`config.mk`:
```
export PLATFORM = sky130hd
export DESIGN_NAME = jtcontra_romrq
export DESIGN_NICKNAME = d
export VERILOG_FILES = /design/src/rtl/jtcontra_romrq.sv
export SDC_FILE = /design/constraint.sdc
export NUM_CORES = 1
export LEC_CHECK = 0
export BUFFER_PORTS_ARGS = -buffer_cell sky130_fd_sc_hd__buf_2
export CAP_MARGIN = 20
export CORE_ASPECT_RATIO = 1.75
export CORE_MARGIN = 2
export CORE_UTILIZATION = 45
export CTS_CLUSTER_SIZE = 8
export DETAILED_ROUTE_END_ITERATION = 10
export PLACE_DENSITY_LB_ADDON = 0.15
export SETUP_SLACK_MARGIN = 0.1
export SYNTH_ARGS = -nofsm -noshare
export SYNTH_HDL_FRONTEND = slang
export SYNTH_SLANG_ARGS = --single-unit
```
`constraint.sdc`:
```
create_clock -name clk -period 5.45 [get_ports clk]
set_clock_uncertainty 0.05 [all_clocks]
set_input_delay 0.8175 -clock clk [delete_from_list [all_inputs] [get_ports clk]]
set_output_delay 0.8175 -clock clk [all_outputs]
set_load 0.03 [all_outputs]
```
`src/rtl/jtcontra_romrq.sv`:
```
// Two-entry read cache in front of the SDRAM controller for a gfx ROM port.
// Hits answer in the same cycle; misses issue one SDRAM read and fill an entry.
module jtcontra_romrq #(
    parameter int          AW     = 18,
    parameter logic [21:0] OFFSET = 22'h0
) (
    input  logic          clk,
    input  logic          rst,
    input  logic          clr,
    input  logic [AW-1:0] addr,
    input  logic          cs,
    output logic [15:0]   dout,
    output logic          data_ok,
    output logic          sdram_req,
    output logic [21:0]   sdram_addr,
    input  logic          sdram_ack,
    input  logic          data_rdy,
    input  logic [15:0]   sdram_din
);
    typedef enum logic [1:0] {IDLE, REQ, WAIT} state_t;

    state_t        state;
    logic [1:0]    valid;
    logic [AW-1:0] tag      [2];
    logic [15:0]   mem_data [2];
    logic          ptr;
    logic          discard;
    logic [AW-1:0] req_addr;
    logic          hit0, hit1, hit, fill;

    assign hit0    = valid[0] && (tag[0] == addr);
    assign hit1    = valid[1] && (tag[1] == addr);
    assign hit     = hit0 || hit1;
    assign data_ok = cs && hit;
    assign dout    = (!hit0 && hit1) ? mem_data[1] : mem_data[0];

    // A clr during the fill, or at any earlier point of this transaction, drops the returned word
    assign fill = (state == WAIT) && data_rdy && !clr && !discard;

    always_ff @(posedge clk) begin
        if (rst) begin
            state      <= IDLE;
            sdram_req  <= 1'b0;
            sdram_addr <= 22'h0;
            valid      <= 2'b00;
            ptr        <= 1'b0;
            discard    <= 1'b0;
            req_addr   <= '0;
        end else begin
            if (clr) begin
                valid <= 2'b00;
                ptr   <= 1'b0;
            end else if (fill) begin
                valid[ptr]    <= 1'b1;
                tag[ptr]      <= req_addr;
                mem_data[ptr] <= sdram_din;
                ptr           <= ~ptr;
            end

            if (state == WAIT && data_rdy)
                discard <= 1'b0;
            else if (clr && state != IDLE)
                discard <= 1'b1;

            case (state)
                IDLE: if (cs && !hit && !clr) begin
                    req_addr   <= addr;
                    sdram_addr <= OFFSET + 22'(addr);
                    sdram_req  <= 1'b1;
                    state      <= REQ;
                end
                REQ: if (sdram_ack) begin
                    sdram_req <= 1'b0;
                    state     <= WAIT;
                end
                WAIT: if (data_rdy) state <= IDLE;
                default: state <= IDLE;
            endcase
        end
    end
endmodule

```
==> flow_summary_export.csv, run 1 <==
group,metric,value,unit
synth,synthCells,259,
cells_and_area,drive_above_1_share,0.3401,
floorplanning,row_count,44,
global_route,grtUsageTotal,0.1545,
floorplanning,coreArea,8313,sq um
worst_setup_path,endpoint_kind,"primary output",
synth,synth_edf_count,68,
detailed_routing,drt_iter0_drc,128,
clocking,clk_path_buf_depth,2,
synth,synth.top_cell.area_share,0.5266,
detailed_routing,wl_per_cell,14.33,um
sta,hold_slack,0.4326,ns
cells_and_area,finalNetCount,379,
cells_and_area,syn2layout_area_growth,18.91,%
worst_setup_path,crit_type,"input pin to primary output",
worst_setup_path,rr_endpoint,"tag[0][6]$_DFFE_PP_",
sta,fin_crit_sh,0.6580,
pwr,powerDensity,307.5,nW/um^2
synth,synthTopCellsByCount,"edfxtp_1 (68), nand2b_1 (30), xnor2_1 (30)",
cells_and_area,n_fill_cell,706,
synth,yosys.area.top_type,"edfxtp_1",
global_route,grt_overflow,0,
synth,yosysWarnings,0,
pwr,p_leak,1.711,nW
worst_setup_path,critPathBufInv,2,
global_route,grt_antenna_before_repair,0,
sta,setup_violations,0,
clocking,post_cts_resized,0,
clocking,cts_tree,"yes",
global_route,grt_max_degree,46,
detailed_routing,drc_errors,0,
detailed_routing,via_count,2154,
worst_setup_path,crit_path_end,"dout[13]",
worst_setup_path,worstSetupStartpoint,"addr[2]",
synth,synth_cell_types,34,
floorplanning,io-pin-count,80,
clocking,insertion_delay,0.34,ns
worst_setup_path,cp_top_family,"simple AND/OR/NAND/NOR gates",
place,hpwl,4633,um
clocking,numClockSinks,93,
worst_setup_path,cp_common_cell,"buf_2",
synth,yosysSeqAreaShare,0.6557,
worst_setup_path,cpPeakStageDelay,0.56,ns
pwr,vdd_ir_drop_max,0.2683,mV
cells_and_area,multiInputGateArea,1245,sq um
detailed_routing,totalWireLength,6576,um
synth,ys_dominant_reg_cell,"edfxtp_1",
worst_setup_path,rrSetupSlack,3.52,ns
floorplanning,initial_core_util,0.4664,
synth,synth-seq-cells,93,
detailed_routing,antenna_left,0,
worst_setup_path,rr_worst_depth,4,
place,port-buffer-count,75,
synth,syn_area_per_cell,14.97,sq um
floorplanning,die_y,126.8,um
detailed_routing,drtPass1Iterations,4,
cells_and_area,n_antenna_cell,0,
sta,fmax,278.8,MHz
worst_setup_path,arrival,2.72,ns
clocking,post-cts-setup-buffers,0,
clocking,cts_hold_buf,0,
outcome,status,"finished clean",
sta,maxSlewHeadroom,0.5522,
hold_path,hold_class,"flip-flop to flip-flop",
sta,drv_slew,0,
worst_setup_path,r2r-start,"state[0]$_SDFFE_PP0P_",
worst_setup_path,slowest_stage,"nand4_2",
clocking,htreeDepth,3,
floorplanning,die_w,74.17,um
worst_setup_path,path_cells,"buf_2 -> xnor2_1 -> nand4_1 -> nor2_2 -> nand4_2 -> mux2_4 -> buf_2",
worst_setup_path,start_kind,"input pin",
clocking,cts_buffers,9,
sta,rsz0062_at_grt,"false",
worst_setup_path,worstSetupPathDepth,7,
global_route,first_global_vias,2141,
clocking,path_clk_slew,0.06,ns
place,gp_congestion,0.6935,
worst_setup_path,required,4.58,ns
global_route,grt_first_pass_wirelength,10610,um
sta,finalHoldViolCount,0,
floorplanning,die-area,9404,sq um
job,cap_violations,0,
clocking,clockRootBuffer,"clkbuf_16",
detailed_routing,via_per_inst,4.693,
synth,syn-cell-area,3877,sq um
sta,period_minus_slack,3.586,ns
cells_and_area,regArea,2542,sq um
synth,synth_area_leaders,"edfxtp_1 (53%), dfxtp_1 (13%), xnor2_1 (6.8%)",
sta,tns,0,ns
sta,worst_pin_slew,0.6717,ns
worst_setup_path,path_max_fanout,16,
synth,yosys.cell_count.top_type,"edfxtp_1",
synth,async_flop_share,0,
-- layout by cell type, fill, tap and decap left out, types with 3 or more instances in the layout --
| cell type | netlist | layout |
|---|---|---|
| xnor2_1 | 30 | 30 |
| mux2_2 | 6 | 6 |
| conb_1 | 1 | 4 |
| dfxtp_1 | 25 | 25 |
| buf_2 | 0 | 75 |
| nor3_1 | 6 | 5 |
| clkinv_2 | 0 | 4 |
| xor2_1 | 7 | 7 |
| nor2_1 | 8 | 8 |
| clkbuf_16 | 0 | 9 |
| nand4_1 | 8 | 8 |
| or2b_1 | 6 | 6 |
| buf_4 | 4 | 3 |
| mux2_4 | 10 | 10 |
| mux2i_1 | 18 | 18 |
| edfxtp_1 | 68 | 68 |
| nand2b_1 | 30 | 30 |
-- per-stage QoR --
step	util	std cells	setup slack [ns]	cell area, sq um	power [mW]
finish	0.5546	459	1.864	4611	1.418
global route	0.5546	459	1.715	4611	1.475
CTS	0.5530	458	1.772	4597	1.436
detailed placement	0.5217	442	1.787	4337	0.8888
global placement	0.5217	442	1.788	4337	0.8872
floorplan	-	262	1.046	3889	0.8552
-- worst reg2reg max path, stage by stage, from the launching register on --
cell and delay (ns):
dfxtp_1 0.35, nand3b_1 0.18, or3_1 0.43, nor3_2 0.24, buf_4 0.35
-- logic make-up after synthesis --
family                 Yosys count  share of synthesized area
XOR/XNOR                        37                    0.08358
other                            1                  0.0009671
AO/OA/AOI/OAI                    6                    0.01065
AND/OR/NAND/NOR                 73                     0.1178
flip-flops                      93                     0.6557
buffers and inverters           15                    0.02872
multiplexers                    34                     0.1026
-- flip-flops by register name, summed over array words and instances, names as in the netlist --
signal	flops
discard	1
mem_data	32
ptr	1
sdram_addr	18
sdram_req	1
state	2
tag	36
valid	2
-- power breakdown --
| part | internal [mW] | switching (mW) | total [mW] | leakage, nW |
|---|---|---|---|---|
| Clock | 0.306 | 0.240 | 0.546 | 0.129 |
| Combinational | 0.0398 | 0.0561 | 0.0958 | 0.789 |
| Sequential | 0.768 | 0.00850 | 0.776 | 0.793 |
| Total | 1.11 | 0.304 | 1.42 | 1.71 |
-- area by class of cell --
cell class / instances / share of cell area
Clock buffer: 11 / 0.05047
Tap cell: 115 / 0.03121
Timing Repair Buffer: 79 / 0.08928
Inverter: 2 / 0.001628
Sequential cell: 93 / 0.5514
Clock inverter: 5 / 0.005970
Multi-Input combinational cell: 154 / 0.2700
-- how the worst min path moves through the flow --
stage / from / to / slack, ns / depth (start not counted)
final: sdram_addr[15]$_SDFFE_PP0P_ / tag[0][15]$_DFFE_PP_ / 0.43 / 0
after global routing: sdram_addr[15]$_SDFFE_PP0P_ / tag[0][15]$_DFFE_PP_ / 0.44 / 0
after CTS: sdram_addr[15]$_SDFFE_PP0P_ / tag[0][15]$_DFFE_PP_ / 0.44 / 0
after detailed placement: sdram_addr[13]$_SDFFE_PP0P_ / tag[0][13]$_DFFE_PP_ / 0.42 / 0
after global placement: sdram_addr[5]$_SDFFE_PP0P_ / tag[0][5]$_DFFE_PP_ / 0.41 / 0
after floorplan: discard$_SDFFE_PP0P_ / discard$_SDFFE_PP0P_ / 0.41 / 2
-- layer usage --
layer	up-vias	GRT usage	wire [um]
met2	55	0.2647	3515
met4	0	0.07059	153
li1	1074	-	-
met3	10	0.03971	291
met5	-	0	0
met1	1015	0.1754	2616
Note: power is estimated with default switching activity, not from simulation.
==> inputs of run 2 (changes only) <==
- ABC_AREA: default -> 1
- clock period: 5.45 -> 3.1 ns (I/O delays scaled with it)
==> run 2 against run 1 <==
  * Total power grew 91%
  * Via count grew 43%
  * Combinational power grew 130%
  * Utilization shrank 0.49 points
  * Cell area grew 7.7%
  * Largest cell class unchanged
==> flow_summary_export.csv, run 2 <==
group,metric,value,unit
global_route,grt_first_pass_wirelength,14150,um
sta,worst_pin_slew,0.7289,ns
sta,fin_crit_sh,0.8833,
sta,drv_slew,0,
detailed_routing,via_per_inst,4.663,
clocking,cts_tree,"yes",
cells_and_area,layout_common_cells,"nand2_1 (149), buf_2 (75), edfxtp_1 (68)",
worst_setup_path,slowest_stage,"edfxtp_1",
place,dp_cells,645,
floorplanning,die_w,76.66,um
synth,synthCells,457,
clocking,clk_path_buf_depth,2,
cells_and_area,stdcell_count,661,
sta,setup_violations,0,
detailed_routing,antenna_left,0,
clocking,numClockSinks,93,
clocking,path_clk_slew,0.07,ns
synth,syn-cell-area,4158,sq um
worst_setup_path,crit_type,"flip-flop to primary output",
hold_path,min_to,"mem_data[0][7]$_DFFE_PP_",
synth,synth_edf_count,68,
hold_path,hp-start,"sdram_din[7]",
floorplanning,initial_core_util,0.4601,
global_route,grtUsageTotal,0.1845,
synth,synthTopCellsByCount,"nand2_1 (149), edfxtp_1 (68), inv_1 (66)",
cells_and_area,largest_register_ffs,36,
clocking,post_cts_resized,0,
job,cap_violations,0,
global_route,grt_overflow,0,
worst_setup_path,start_kind,"flip-flop",
worst_setup_path,cpPeakStageDelay,0.44,ns
synth,synth.top_cell.area_share,0.4911,
sta,maxSlewHeadroom,0.5136,
outcome,status,"finished clean",
worst_setup_path,cp_top_family,"simple AND/OR/NAND/NOR gates",
detailed_routing,drc_errors,0,
detailed_routing,drtPass1Iterations,5,
cells_and_area,finalNetCount,576,
sta,finalHoldViolCount,0,
cells_and_area,n_antenna_cell,0,
synth,ys_dominant_reg_cell,"edfxtp_1",
place,port-buffer-count,75,
hold_path,hold_depth,1,
sta,period_minus_slack,2.738,ns
worst_setup_path,required,2.58,ns
place,place_ws,0.3662,ns
place,gp_congestion,0.7953,
detailed_routing,via_count,3082,
synth,async_flop_share,0,
cells_and_area,largest_registers,"tag: 36 flops, mem_data: 32 flops, sdram_addr: 18 flops",
worst_setup_path,path_cells,"nand2_1 -> o21ai_1 -> nor2_1 -> nand2_1 -> nor2_2 -> nand3_4 -> nand2_4 -> nand2_1 -> nand2_1 -> buf_2",
synth,synth_cell_types,24,
worst_setup_path,rr_worst_depth,7,
sta,rsz0062_at_grt,"false",
clocking,cts_buffers,9,
cells_and_area,drive_above_1_share,0.2421,
sta,setup_ws,0.3618,ns
floorplanning,row_count,46,
synth,synth-seq-cells,93,
cells_and_area,n_fill_cell,865,
global_route,grt_antenna_before_repair,0,
worst_setup_path,r2r-start,"state[1]$_SDFFE_PP0P_",
cells_and_area,syn2layout_area_growth,19.47,%
synth,yosysWarnings,0,
worst_setup_path,endpoint_kind,"primary output",
worst_setup_path,arrival,2.22,ns
global_route,first_global_vias,2894,
detailed_routing,totalWireLength,8853,um
worst_setup_path,rrSetupSlack,0.91,ns
synth,synth_area_leaders,"edfxtp_1 (49%), nand2_1 (13%), dfxtp_1 (12%)",
worst_setup_path,critPathBufInv,1,
global_route,grt_max_degree,35,
clocking,insertion_delay,0.34,ns
cells_and_area,largest-register,"tag",
clocking,post-cts-setup-buffers,0,
floorplanning,die_y,131.2,um
cells_and_area,utilization,0.5497,
cells_and_area,final_common_cell,"nand2_1",
worst_setup_path,path_max_fanout,25,
worst_setup_path,cp_common_cell,"nand2_1",
sta,fmax,365.2,MHz
synth,yosysSeqAreaShare,0.6115,
pwr,vdd_ir_drop_max,0.2937,mV
sta,tns,0,ns
worst_setup_path,rr_endpoint,"tag[1][9]$_DFFE_PP_",
floorplanning,io-pin-count,80,
clocking,clockRootBuffer,"clkbuf_16",
floorplanning,die-area,10050,sq um
hold_path,hold_class,"input pin to flip-flop",
synth,syn_area_per_cell,9.098,sq um
detailed_routing,wl_per_cell,13.39,um
synth,yosys.area.top_type,"edfxtp_1",
pwr,p_leak,2.300,nW
synth,yosys.cell_count.top_type,"nand2_1",
pwr,powerDensity,546.3,nW/um^2
floorplanning,coreArea,9036,sq um
detailed_routing,drt_iter0_drc,143,
clocking,htreeDepth,3,
place,hpwl,6146,um
clocking,cts_hold_buf,0,
## run 2: final cells by class
| class | count | area, sq um | share of cell area |
|---|---|---|---|
| flip-flops and latches | 93 | 2542 | 0.5118 |
| multi-input cells | 269 | 1227 | 0.2471 |
| repair buffers | 81 | 432.9 | 0.08715 |
| inverters | 82 | 307.8 | 0.06196 |
| clock buffers | 9 | 225.2 | 0.04534 |
| well taps | 120 | 150.1 | 0.03023 |
| clock inverters | 7 | 81.33 | 0.01637 |
## run 2: report_power, final
group,internal [mW],total [mW],switching [mW]
Sequential,1.36,1.38,0.0199
Combinational,0.0722,0.219,0.146
Clock,0.637,1.12,0.482
## run 2: how the worst max path moves through the flow
stage	startpoint	to	cells past startpoint
finish	tag[0][9]$_DFFE_PP_	dout[3]	10
global route	tag[0][7]$_DFFE_PP_	dout[14]	10
global placement	addr[11]	dout[7]	12
detailed placement	addr[11]	dout[3]	12
CTS	tag[0][7]$_DFFE_PP_	dout[3]	10
floorplan	data_rdy	mem_data[0][0]$_DFFE_PP_	6
## run 2: kinds of logic after synthesis
family / count (synthesis) / synth area share
compound gates: 18 / 0.02167
xor+xnor: 6 / 0.01264
buf+inv: 98 / 0.1008
flops: 93 / 0.6115
other cells: 1 / 0.0009019
simple gates: 241 / 0.2525
## run 2: per-layer routing
layer,vias to the layer above,track usage,share of wire
met5,-,0,0
met4,0,0.08788,0.026
met3,14,0.04121,0.038
met2,86,0.3265,0.53
met1,1393,0.2065,0.41
li1,1589,-,-
## run 2: through the flow
step,hold slack [ns],total power [mW],cell area [sq um]
6_report,0.2556,2.714,4967
4_1_cts,0.2441,2.743,4962
2_1_floorplan,0.3792,1.547,4169
3_5_place_dp,0.4074,1.624,4656
3_3_place_gp,0.3980,1.620,4656
5_1_grt,0.2441,2.813,4967
==> inputs of run 3 (changes only) <==
- CORE_UTILIZATION: 45 -> 25
==> run 3 against run 2 <==
  * Sequential cell count did not move
  * Via count is 1.9% lower
  * Sequential power hardly changed
  * Count of clock-buffer cells in the layout grew 3
  * Largest power group unchanged
  * Maximum frequency is 0.32% lower
  * Combinational power rose by 2%
  * Highest routed layer unchanged
  * Die area grew 76%
==> flow_summary_export.csv, run 3 (synthesis results as in run 2) <==
group,metric,value,unit
global_route,grt_max_degree,35,
worst_setup_path,required,2.58,ns
place,gp_congestion,0.7375,
worst_setup_path,endpoint_kind,"primary output",
cells_and_area,utilization,0.3106,
clocking,post-cts-setup-buffers,0,
global_route,grtUsageTotal,0.1270,
sta,finalHoldViolCount,0,
clocking,path_clk_slew,0.06,ns
clocking,htreeDepth,3,
worst_setup_path,crit_type,"flip-flop to primary output",
place,place_ws,0.1712,ns
worst_setup_path,arrival,2.23,ns
sta,fin_crit_sh,0.8861,
cells_and_area,largest_registers,"tag: 36 flops, mem_data: 32 flops, sdram_addr: 18 flops",
cells_and_area,layout_common_cells,"nand2_1 (149), buf_2 (75), edfxtp_1 (68)",
detailed_routing,via_count,3022,
global_route,grt_first_pass_wirelength,16770,um
cells_and_area,largest_register_ffs,36,
detailed_routing,antenna_left,0,
global_route,met3_usage,0.02480,
cells_and_area,syn2layout_area_growth,22.27,%
worst_setup_path,start_kind,"flip-flop",
pwr,vdd_ir_drop_max,0.2274,mV
cells_and_area,final_common_cell,"nand2_1",
worst_setup_path,critPathBufInv,2,
worst_setup_path,worstSetupStartpoint,"tag[1][11]$_DFFE_PP_",
clocking,clk_path_buf_depth,2,
clocking,insertion_delay,0.33,ns
clocking,cts_tree,"yes",
worst_setup_path,cp_common_cell,"nand2_1",
sta,drv_slew,0,
cells_and_area,n_antenna_cell,0,
cells_and_area,drive_above_1_share,0.2421,
floorplanning,die-area,17720,sq um
cells_and_area,regArea,2542,sq um
pwr,powerDensity,522.8,nW/um^2
global_route,first_global_vias,3049,
detailed_routing,wl_per_cell,13.90,um
cells_and_area,n_fill_cell,1742,
global_route,met1_usage,0.1377,
place,port-buffer-count,75,
detailed_routing,drc_errors,0,
floorplanning,initial_core_util,0.2540,
sta,maxSlewHeadroom,0.5155,
detailed_routing,drt_iter0_drc,82,
global_route,grt_antenna_before_repair,0,
floorplanning,die_w,101.5,um
global_route,gr-max-usage-layer,"met2",
hold_path,hp-start,"sdram_din[13]",
pwr,p_leak,2.295,nW
cells_and_area,largest-register,"tag",
worst_setup_path,cpPeakStageDelay,0.38,ns
detailed_routing,totalWireLength,10630,um
cells_and_area,finalNetCount,576,
sta,setup_ws,0.3531,ns
worst_setup_path,path_cells,"nand2_1 -> o21ai_1 -> nor2_1 -> nand2_1 -> nor2_1 -> nand3_2 -> inv_2 -> nand2_4 -> nand2_1 -> nand2_1 -> buf_2",
global_route,grt_use_met2,0.2401,
clocking,clockRootBuffer,"clkbuf_16",
global_route,grt_overflow,0,
worst_setup_path,r2r-start,"state[1]$_SDFFE_PP0P_",
sta,fmax,364.0,MHz
hold_path,hold_class,"input pin to flip-flop",
detailed_routing,drtPass1Iterations,6,
worst_setup_path,cp_top_family,"simple AND/OR/NAND/NOR gates",
floorplanning,io-pin-count,80,
place,hpwl,7736,um
floorplanning,die_y,174.6,um
sta,period_minus_slack,2.747,ns
worst_setup_path,slowest_stage,"edfxtp_1",
detailed_routing,via_per_inst,3.950,
worst_setup_path,path_max_fanout,17,
sta,hold_slack,0.2766,ns
clocking,cts_hold_buf,0,
outcome,status,"finished clean",
sta,tns,0,ns
floorplanning,coreArea,16370,sq um
clocking,numClockSinks,93,
cells_and_area,multiInputGateArea,1232,sq um
clocking,cts_buffers,9,
floorplanning,row_count,62,
sta,worst_pin_slew,0.7260,ns
pwr,finalPower,2.658,mW
sta,rsz0062_at_grt,"false",
job,cap_violations,0,
sta,setup_violations,0,
run 3: cell types whose count changed in the layout (fill, tap and decap cells not counted), sizes merged:
cell	delta
inv	-4
clkbuf	+3
clkinv	+2
bufinv	-1
run 3: layout make-up:
class | count | area share
Clock buffer | 12 | 0.05242
Tap cell | 224 | 0.05513
Sequential cell | 93 | 0.5001
Multi-Input combinational cell | 269 | 0.2424
Timing Repair Buffer | 81 | 0.08516
Clock inverter | 4 | 0.004184
Inverter | 82 | 0.06055
run 3: repair_timing:
action                                  in CTS  in global routing
endpoints found under the setup margin      16                  0
endpoints found under the hold margin        0                  0
resized for setup                            2                  0
run 3: path summary, 6_finish.rpt:
check,endpoint,slack (ns),depth (start not counted)
min,mem_data[0][13]$_DFFE_PP_,0.28,1
max,dout[12],0.35,11
max reg2reg,mem_data[0][5]$_DFFE_PP_,0.93,7
min reg2reg,sdram_req$_SDFFE_PP0P_,0.41,2
run 3: worst reg2reg max path: stages (launching register included):
cell     delay, ns
dfxtp_1       0.42
inv_1         0.08
nor3_1        0.25
nand2_1       0.08
nor2_1        0.18
nand2_1       0.14
nor2_4        0.42
buf_12        0.25
run 3: per-layer routing:
layer,share of wire,wire length (um)
met1,0.39,4133
met2,0.56,6006
met3,0.032,336
met4,0.015,157
met5,0,0
run 3: through the flow:
step / cells / cell area [sq um]
after detailed placement: 749 / 4786
final: 765 / 5084
after floorplan: 460 / 4169
after CTS: 765 / 5084
after global placement: 749 / 4786
after global routing: 765 / 5084
run 3: power by group:
group / switching [mW] / internal [mW] / leakage [nW]
Combinational: 0.151 / 0.0724 / 1.33
Sequential: 0.0216 / 1.36 / 0.822
Clock: 0.452 / 0.604 / 0.142
Total: 0.625 / 2.03 / 2.30
